$ cat config.mk
export PLATFORM = sky130hd
export DESIGN_NAME = stream_extremum
export DESIGN_NICKNAME = d
export VERILOG_FILES = /design/src/rtl/stream_extremum_pkg.sv /design/src/rtl/stream_extremum_extremum_sel.sv /design/src/rtl/stream_extremum.sv
export SDC_FILE = /design/constraint.sdc
export NUM_CORES = 1
export LEC_CHECK = 0
export ABC_CLOCK_PERIOD_IN_PS = 2100
export CAP_MARGIN = 10
export CORE_UTILIZATION = 46
export CTS_CLUSTER_DIAMETER = 80
export DETAILED_ROUTE_END_ITERATION = 6
export GPL_ROUTABILITY_DRIVEN = 0
export PLACE_DENSITY = 0.79
export REMOVE_ABC_BUFFERS = 1
export SLEW_MARGIN = 5
export SYNTH_ARGS = -nofsm -noshare
export SYNTH_HDL_FRONTEND = slang
export SYNTH_SLANG_ARGS = --single-unit
export TNS_END_PERCENT = 50
$ cat constraint.sdc
create_clock -name clk -period 2.1 [get_ports clk]
set_input_delay 0.42 -clock clk [delete_from_list [all_inputs] [get_ports clk]]
set_output_delay 0.42 -clock clk [all_outputs]
set_load 0.02 [all_outputs]
$ cat src/rtl/stream_extremum_pkg.sv
`default_nettype none
// ============================================================================
// Module   : stream_extremum_pkg
// Purpose  : Shared types and constants for the streaming extremum reducer.
//            FSM state encoding, mode encoding and an index-width helper.
// Revision : 1.0 - initial release
// ============================================================================
package stream_extremum_pkg;

  // Frame reduction FSM states
  typedef enum logic [1:0] {
    IDLE  = 2'd0,
    ACCUM = 2'd1,
    HOLD  = 2'd2
  } state_t;

  // Mode encoding: 0 selects maximum, 1 selects minimum
  localparam logic MODE_MAX = 1'b0;
  localparam logic MODE_MIN = 1'b1;

  // Width of a 0-based position inside a frame, never narrower than 1 bit
  function automatic int idx_width(input int n);
    return (n > 1) ? $clog2(n) : 1;
  endfunction

endpackage : stream_extremum_pkg
`default_nettype wire

$ cat src/rtl/stream_extremum_extremum_sel.sv
`default_nettype none
// ============================================================================
// Module   : extremum_sel
// Purpose  : Combinational two-input max/min select. The current value is
//            kept on a tie; take_new flags that the candidate wins.
// Revision : 1.0 - initial release
// ============================================================================
module extremum_sel
  import stream_extremum_pkg::*;
#(
  parameter int DATA_W = 8
) (
  input  logic [DATA_W-1:0] cur,
  input  logic [DATA_W-1:0] cand,
  input  logic              mode,
  output logic [DATA_W-1:0] next_val,
  output logic              take_new
);

  // Strict comparison so that a tie keeps the earlier (current) value
  always_comb begin
    take_new = (mode == MODE_MAX) ? (cand > cur) : (cand < cur);
    next_val = take_new ? cand : cur;
  end

endmodule : extremum_sel
`default_nettype wire

$ cat src/rtl/stream_extremum.sv
`default_nettype none
// ============================================================================
// Module   : stream_extremum
// Purpose  : Reduces each frame of FRAME_LEN unsigned samples from a
//            valid/ready stream to its maximum (mode=0) or minimum (mode=1)
//            and presents the result on a valid/ready output.
//            Optional macro STREAM_EXTREMUM_INDEX_EN adds out_idx, the
//            0-based position of the extremum within the frame.
// Revision : 1.0 - initial release
// ============================================================================
module stream_extremum
  import stream_extremum_pkg::*;
#(
  parameter  int DATA_W    = 8,
  parameter  int FRAME_LEN = 4,
  parameter  int CNT_W     = $clog2(FRAME_LEN + 1),
  localparam int IDX_W     = idx_width(FRAME_LEN)
) (
  input  logic              clk,
  input  logic              rst_n,
  input  logic              clr,
  input  logic              mode,
  input  logic [DATA_W-1:0] in_data,
  input  logic              in_valid,
  output logic              in_ready,
  output logic [DATA_W-1:0] out_data,
  output logic              out_valid,
  input  logic              out_ready,
`ifdef STREAM_EXTREMUM_INDEX_EN
  output logic [IDX_W-1:0]  out_idx,
`endif
  output logic              out_mode
);

  // Counter value seen while the final sample of a frame is being accepted
  localparam logic [CNT_W-1:0] LAST_CNT = CNT_W'(FRAME_LEN - 1);

  state_t            state;
  logic [CNT_W-1:0]  cnt;
  logic [DATA_W-1:0] acc;
  logic              frame_mode;
  logic [DATA_W-1:0] sel_val;
  logic              take_new;

  extremum_sel #(
    .DATA_W (DATA_W)
  ) u_sel (
    .cur      (acc),
    .cand     (in_data),
    .mode     (frame_mode),
    .next_val (sel_val),
    .take_new (take_new)
  );

  // Input is blocked only while a result waits for its consumer
  assign in_ready = (state != HOLD);

`ifdef STREAM_EXTREMUM_INDEX_EN
  logic [IDX_W-1:0] best_idx;
  logic [IDX_W-1:0] cnt_idx;

  assign cnt_idx = cnt[IDX_W-1:0];

  // Track the position of the running extremum; earliest wins on a tie
  always_ff @(posedge clk or negedge rst_n) begin
    if (!rst_n) begin
      best_idx <= '0;
      out_idx  <= '0;
    end else if (clr) begin
      best_idx <= '0;
      out_idx  <= '0;
    end else if (in_valid && in_ready) begin
      if (state == IDLE) begin
        best_idx <= '0;
        out_idx  <= '0;
      end else if (take_new) begin
        best_idx <= cnt_idx;
        if (cnt == LAST_CNT) out_idx <= cnt_idx;
      end else if (cnt == LAST_CNT) begin
        out_idx <= best_idx;
      end
    end
  end
`else
  logic unused_take_new;
  assign unused_take_new = take_new;
`endif

  // Frame FSM with registered result outputs; clr overrides everything
  always_ff @(posedge clk or negedge rst_n) begin
    if (!rst_n) begin
      state      <= IDLE;
      cnt        <= '0;
      acc        <= '0;
      frame_mode <= MODE_MAX;
      out_valid  <= 1'b0;
      out_data   <= '0;
      out_mode   <= MODE_MAX;
    end else if (clr) begin
      state     <= IDLE;
      cnt       <= '0;
      out_valid <= 1'b0;
    end else begin
      case (state)
        IDLE: begin
          if (in_valid) begin
            acc        <= in_data;
            frame_mode <= mode;
            cnt        <= CNT_W'(1);
            if (FRAME_LEN == 1) begin
              state     <= HOLD;
              out_valid <= 1'b1;
              out_data  <= in_data;
              out_mode  <= mode;
            end else begin
              state <= ACCUM;
            end
          end
        end
        ACCUM: begin
          if (in_valid) begin
            acc <= sel_val;
            cnt <= cnt + CNT_W'(1);
            if (cnt == LAST_CNT) begin
              state     <= HOLD;
              out_valid <= 1'b1;
              out_data  <= sel_val;
              out_mode  <= frame_mode;
            end
          end
        end
        HOLD: begin
          if (out_ready) begin
            state     <= IDLE;
            cnt       <= '0;
            out_valid <= 1'b0;
          end
        end
        default: begin
          state <= IDLE;
          cnt   <= '0;
        end
      endcase
    end
  end

endmodule : stream_extremum
`default_nettype wire

==> results of run 1 <==
[timing repair]
action,4_1_cts,5_1_grt
resized for setup,25,8
setup endpoints to repair,16,16
hold buffers,0,0
pin swaps,15,9
setup buffers,6,1
gates cloned,0,0
[flip-flops by register name (all words and copies together) (netlist names)]
name / flops
cnt: 3
out_data: 8
state: 2
out_valid: 1
out_mode: 1
frame_mode: 1
acc: 8
[routing by layer]
metal	up-vias	share of wire [%]	track usage (%)
li1	572	-	-
met1	572	43	29.8
met2	36	51	38.3
met3	6	5.3	6.51
met4	0	1.2	6.27
met5	-	0	0
[power by group through the flow]
stage | clock [mW] | combinational (mW) | sequential [mW]
after detailed placement | 0 | 0.490 | 0.591
after floorplan | 0 | 0.224 | 0.609
after CTS | 0.262 | 0.601 | 0.581
final | 0.253 | 0.685 | 0.585
after global routing | 0.270 | 0.725 | 0.593
after global placement | 0 | 0.475 | 0.585
[worst register-to-register path, cell delays in order (launching register included)]
cell and delay (ps):
dfrtp_1 380, inv_1 50, ha_1 300, nor2b_1 140
o211ai_1 120, a21o_1 220, and3_4 190, o31ai_4 290
buf_6 170, mux2_4 300
[cells in the final DEF, fill, tap and decap left out, types with 4 or more instances in the layout]
master	instances
inv_1	10
ha_4	4
dlygate4sd2_1	8
mux2_4	7
dfrtp_1	24
o211ai_1	15
nand2_1	22
clkdlybuf4s50_1	16
buf_6	6
buf_4	18
o21ai_0	6
nor2_1	4
ha_1	5
[worst paths after layout]
check	start	endpoint	cells after the start
worst max-delay path	acc[1]	acc[5]	9
worst max register to register	acc[1]	acc[5]	9
worst min-delay path	rst_n	acc[2]	2
worst min register to register	out_mode	out_mode	2
max in group asynchronous	rst_n	cnt[1]	2
min in group clk	in_data[0]	acc[0]	3
[area by class of cell]
class	count	area share, %
clock buffers	4	1.88
multi-input cells	94	40.1
flip-flops and latches	24	31.2
repair buffers	48	22.5
well taps	31	2.01
inverters	12	2.34
[metrics by stage]
step | TNS [ps] | utilization [%] | cells | cell area, um2
final | -1710 | 69.8 | 213 | 1930
after global routing | -3060 | 69.8 | 213 | 1930
after CTS | -548 | 68.2 | 212 | 1880
after detailed placement | -8830 | 62.5 | 202 | 1720
after global placement | -7810 | 62.5 | 202 | 1720
after floorplan | -1010 | - | 130 | 1320
[logic make-up after synthesis]
family | Yosys count
mux | 10
fa+ha+maj | 10
flops | 24
simple gates | 42
compound gates | 32
buf+inv | 18
==> out/metrics.cfg, run 1 <==
[die]
die_h_um = 56.1
core_area_um2 = 2760
row_count = 19
start_util_pct = 48.7
pin_count = 25
die_area_um2 = 3140
die_width_um = 56.1

[status]
violations = setup timing
status = complete, but fails checks

[power]
vdd_drop_max_v = 0.000776
power.total_mw = 1.52
pwr-share-comb_pct = 44.9
switching_power_mw = 0.520
swShare_pct = 34.1
p_int_mw = 1.00
leakage_nw = 0.858
power.share.sequential_pct = 38.4
pwr-share-clk_pct = 16.6
powerDensity_nw_per_um2 = 791

[sta]
hold_viol = 0
clock.fmax_ghz = 0.444
finalCritPeriodShare_pct = 107
fin_crit_ps = 2250
setup_viol = 16
timing.final.ws_setup_ps = -155
tightest_slew_ps = 467
rsz0062_at_grt = true
slew_viol_final = 0
fin_skew_ps = 8.92
slew-limit-headroom_pct = 68.8
whs_ps = 425

[critical_path]
slowest_stage = dfrtp_1
path_buf_inv = 2
start_kind = register
max_stage_delay_ps = 380
crit_path_cell_trace = inv_1, ha_1, nor2b_1, o211ai_1, a21o_1, and3_4, o31ai_4, buf_6, mux2_4
crit_type = reg -> reg
critPathRequiredTime_ps = 2330
crit_fanout = 4
crit_arrival_ps = 2490
rrSetupSlack_ps = -150
cp-end-kind = register
critPathTopFamily = compound AO/OA/AOI/OAI gates

[synthesis]
synth_edf_count = 0
syn_inst = 136
yosys_warnings = 0
muxShareOfSynthArea_pct = 8.29
synthXorXnorAreaFrac_pct = 0
yosys-top-cells-area = dfrtp_1 45%, ha_1 9.3%, o211ai_1 8.4%
netlist.area_leader.share_pct = 44.7
synth_top_family_by_area = compound AO/OA/AOI/OAI gates
synth_commonest_cells = 24 x dfrtp_1, 22 x nand2_1, 15 x o211ai_1
synth-adder-area-share_pct = 9.31
synthArstFlopShare_pct = 100
synth_most_common_cell = dfrtp_1
synth_sequential_area_ratio_pct = 44.7
synth_seq_cells = 24
synth_compound_area_share_pct = 17.4
synth-main-ff-cell = dfrtp_1
ys_types = 30
yosysTopAreaCell = dfrtp_1
syn_area_per_cell_um2 = 9.88
synth-simple-area-share_pct = 15.0
syn_area_um2 = 1340

[global_routing]
gr-total-overflow = 0
track_usage_pct = 23.2
grt_max_degree = 25
antenna_found_initial = 0
grt_pass1_wl_mm = 5.69
grt_pass1_vias = 1236

[placed_design]
dp_hpwl_mm = 2.26
portBuffers = 24
pre_cts_ws_ps = -621

[flow_run]
cap_violations = 0

[route]
viasPerCell = 5.57
route.detailed.drc = 0
drt_iter0_drc = 27
final_antenna_net_count = 0
vias = 1186
drt_wl_total_mm = 3.64
wl_per_cell_um = 17.1
drt_pass1_iterations = 4

[worst_hold_path]
hp-class = in -> async

[clock_network]
root_buffer = clkbuf_4
cts_made_buffers = 3
clkTransAtPathRegs_ps = 140
cts_tree = built
cts_sinks = 24
insertion_delay_ps = 330
h-tree-depth = 1
cts_buffer_depth = 2

[layout]
multi_input_area_um2 = 772
diodes = 0
nets = 207
fillers = 217
layout-drive-gt1-share_pct = 28.6
syn_to_final_growth_pct = 43.3
seqCellArea_um2 = 601

Power figures use the tool's default switching activity.
==> run 2, diff against run 1 <==
ABC_CLOCK_PERIOD_IN_PS = 2000   (was 2100)
CORE_MARGIN = 3   (was not set)
GPL_ROUTABILITY_DRIVEN = not set   (was 0)
clock period = 2 ns   (was 2.1 ns; I/O delays follow)
==> out/metrics.cfg, run 2 (synthesized netlist as in run 1, its figures left out) <==
[placed_design]
dp_hpwl_mm = 2.37  ; +4.8%
gp_congestion = 0.858
portBuffers = 24  ; unchanged
dp_cells = 207  ; +2.5%
pre_cts_ws_ps = -716  ; -94.4 ps

[critical_path]
start_kind = register
ff2ff_path_depth = 9  ; unchanged
crit_fanout = 4  ; unchanged
slowest_stage = dfrtp_1
r2r-start = acc[5]
cp-end-kind = register
critPathRequiredTime_ps = 2240  ; -90 ps
rrSetupSlack_ps = -250  ; -100 ps
max_stage_delay_ps = 420  ; +40 ps
crit_path_cell_trace = inv_2, ha_4, a21oi_1, nor2_1, a211oi_2, a211oi_4, o31ai_4, buf_6, mux2_4
crit_start = acc[5]
crit_arrival_ps = 2490  ; about the same
timing.rr.end = acc[3]
crit_type = reg -> reg

[sta]
whs_ps = 401  ; -24.4 ps
slew_viol_final = 0  ; unchanged
tightest_slew_ps = 370  ; -97.7 ps
timing.final.ws_setup_ps = -253  ; -99.0 ps
fin_skew_ps = 4.91  ; -4.01 ps
clock.fmax_ghz = 0.444  ; about the same
hold_viol = 0  ; unchanged
setup_viol = 16  ; unchanged
slew-limit-headroom_pct = 75.3  ; +6.6 points
fin_crit_ps = 2250  ; -1.04 ps
finalCritPeriodShare_pct = 113  ; +5.3 points
rsz0062_at_grt = true

[global_routing]
track_usage_pct = 23.2  ; -0.026 points
antenna_found_initial = 1  ; +1
grt_pass1_vias = 1289  ; +4.3%
grt_max_degree = 25  ; unchanged
gr-total-overflow = 0  ; unchanged
grt_pass1_wl_mm = 6.11  ; +7.4%

[route]
wl_per_cell_um = 18.1  ; +5.9%
viasPerCell = 5.90  ; +5.9%
drt_iter0_drc = 72  ; +170%
drt_pass1_iterations = 4  ; unchanged
drt_wl_total_mm = 3.98  ; +9.4%
final_antenna_net_count = 0  ; unchanged
route.detailed.drc = 0  ; unchanged
vias = 1297  ; +9.4%

[die]
row_count = 18  ; -1
start_util_pct = 51.0  ; +2.3 points
die_h_um = 60.1  ; +7.1%
core_area_um2 = 2640  ; -4.4%
die_area_um2 = 3610  ; +15%
die_width_um = 60.1  ; +7.1%
pin_count = 25  ; unchanged

[clock_network]
cts-hold-fix-buffers = 0  ; unchanged
cts_made_buffers = 3  ; unchanged
root_buffer = clkbuf_4
cts_buffer_depth = 2  ; unchanged
cts_sinks = 24  ; unchanged
clkTransAtPathRegs_ps = 140  ; about the same
cts_tree = built
h-tree-depth = 1  ; unchanged
insertion_delay_ps = 340  ; about the same

[power]
vdd_drop_max_v = 0.000662  ; -15%
powerDensity_nw_per_um2 = 828  ; +4.6%
power.total_mw = 1.66  ; +8.9%
leakage_nw = 0.892  ; +4.0%

[layout]
layout-drive-gt1-share_pct = 32.3  ; +3.7 points
syn_to_final_growth_pct = 49.2
stdcell_count = 220  ; +3.3%
utilization_pct = 76.1  ; +6.2 points
final_cell_mix = 24 x dfrtp_1, 24 x buf_4, 22 x nand2_1
reg_top3 = acc (8), out_data (8), cnt (3)
nets = 214  ; +3.4%

[status]
status = complete, but fails checks
violations = setup timing

[worst_hold_path]
hp-class = in -> async

[flow_run]
cap_violations = 0  ; unchanged

run 2: metrics by stage:
step | TNS, ps | area (um2)
after floorplan | -2010 | 1320
after global placement | -9410 | 1770
after detailed placement | -10600 | 1770
after CTS | -1910 | 1950
after global routing | -4530 | 2000
final | -3170 | 2000
run 2: layout make-up:
cell class	instances	area, um2
Antenna cell	1	2.50
Clock buffer	4	36.3
Fill cell	179	631
Inverter	12	45.0
Multi-Input combinational cell	94	788
Sequential cell	24	601
Tap cell	30	37.5
Timing Repair Buffer	55	494
run 2: how the worst max path moves through the flow:
stage / endpoint / slack (ps)
finish: acc[3] / -250
global route: acc[3] / -340
CTS: acc[6] / -180
detailed placement: acc[6] / -720
global placement: acc[5] / -630
floorplan: acc[1] / -230
run 2: report_power, final:
group | total [mW] | internal, mW | switching, mW | leakage (nW)
Sequential | 0.614 | 0.559 | 0.0550 | 0.309
Combinational | 0.771 | 0.420 | 0.351 | 0.561
Clock | 0.274 | 0.112 | 0.162 | 0.0210
Total | 1.66 | 1.09 | 0.568 | 0.892
run 2: worst max-delay path: cells and delay by family, from the launching register on:
kind                       cells  cell delay, ps
adders and majority gates      1             210
DFF                            1             420
AOI/OAI and AO/OA              4             890
and+or+nand+nor                1              70
muxes                          1             300
buffers and inverters          2             260
run 2: timing repair:
item                       in CTS  in global routing
setup endpoints to repair      16                 17
gates resized for setup        29                  7
pin swaps                      18                  7
buffers inserted                7                  1
run 2: per-layer routing:
metal	share of wire [%]	global-route usage, %	vias up
li1	-	-	589
met1	41	26.4	637
met2	49	38.4	54
met3	6.4	6.05	17
met4	3.7	13.9	0
met5	0	0	-
==> run 3, diff against run 2 <==
CAP_MARGIN = not set   (was 10)
SLEW_MARGIN = not set   (was 5)
==> results of run 3 <==
Final layout, timing and power as in run 2 (identical DEF).
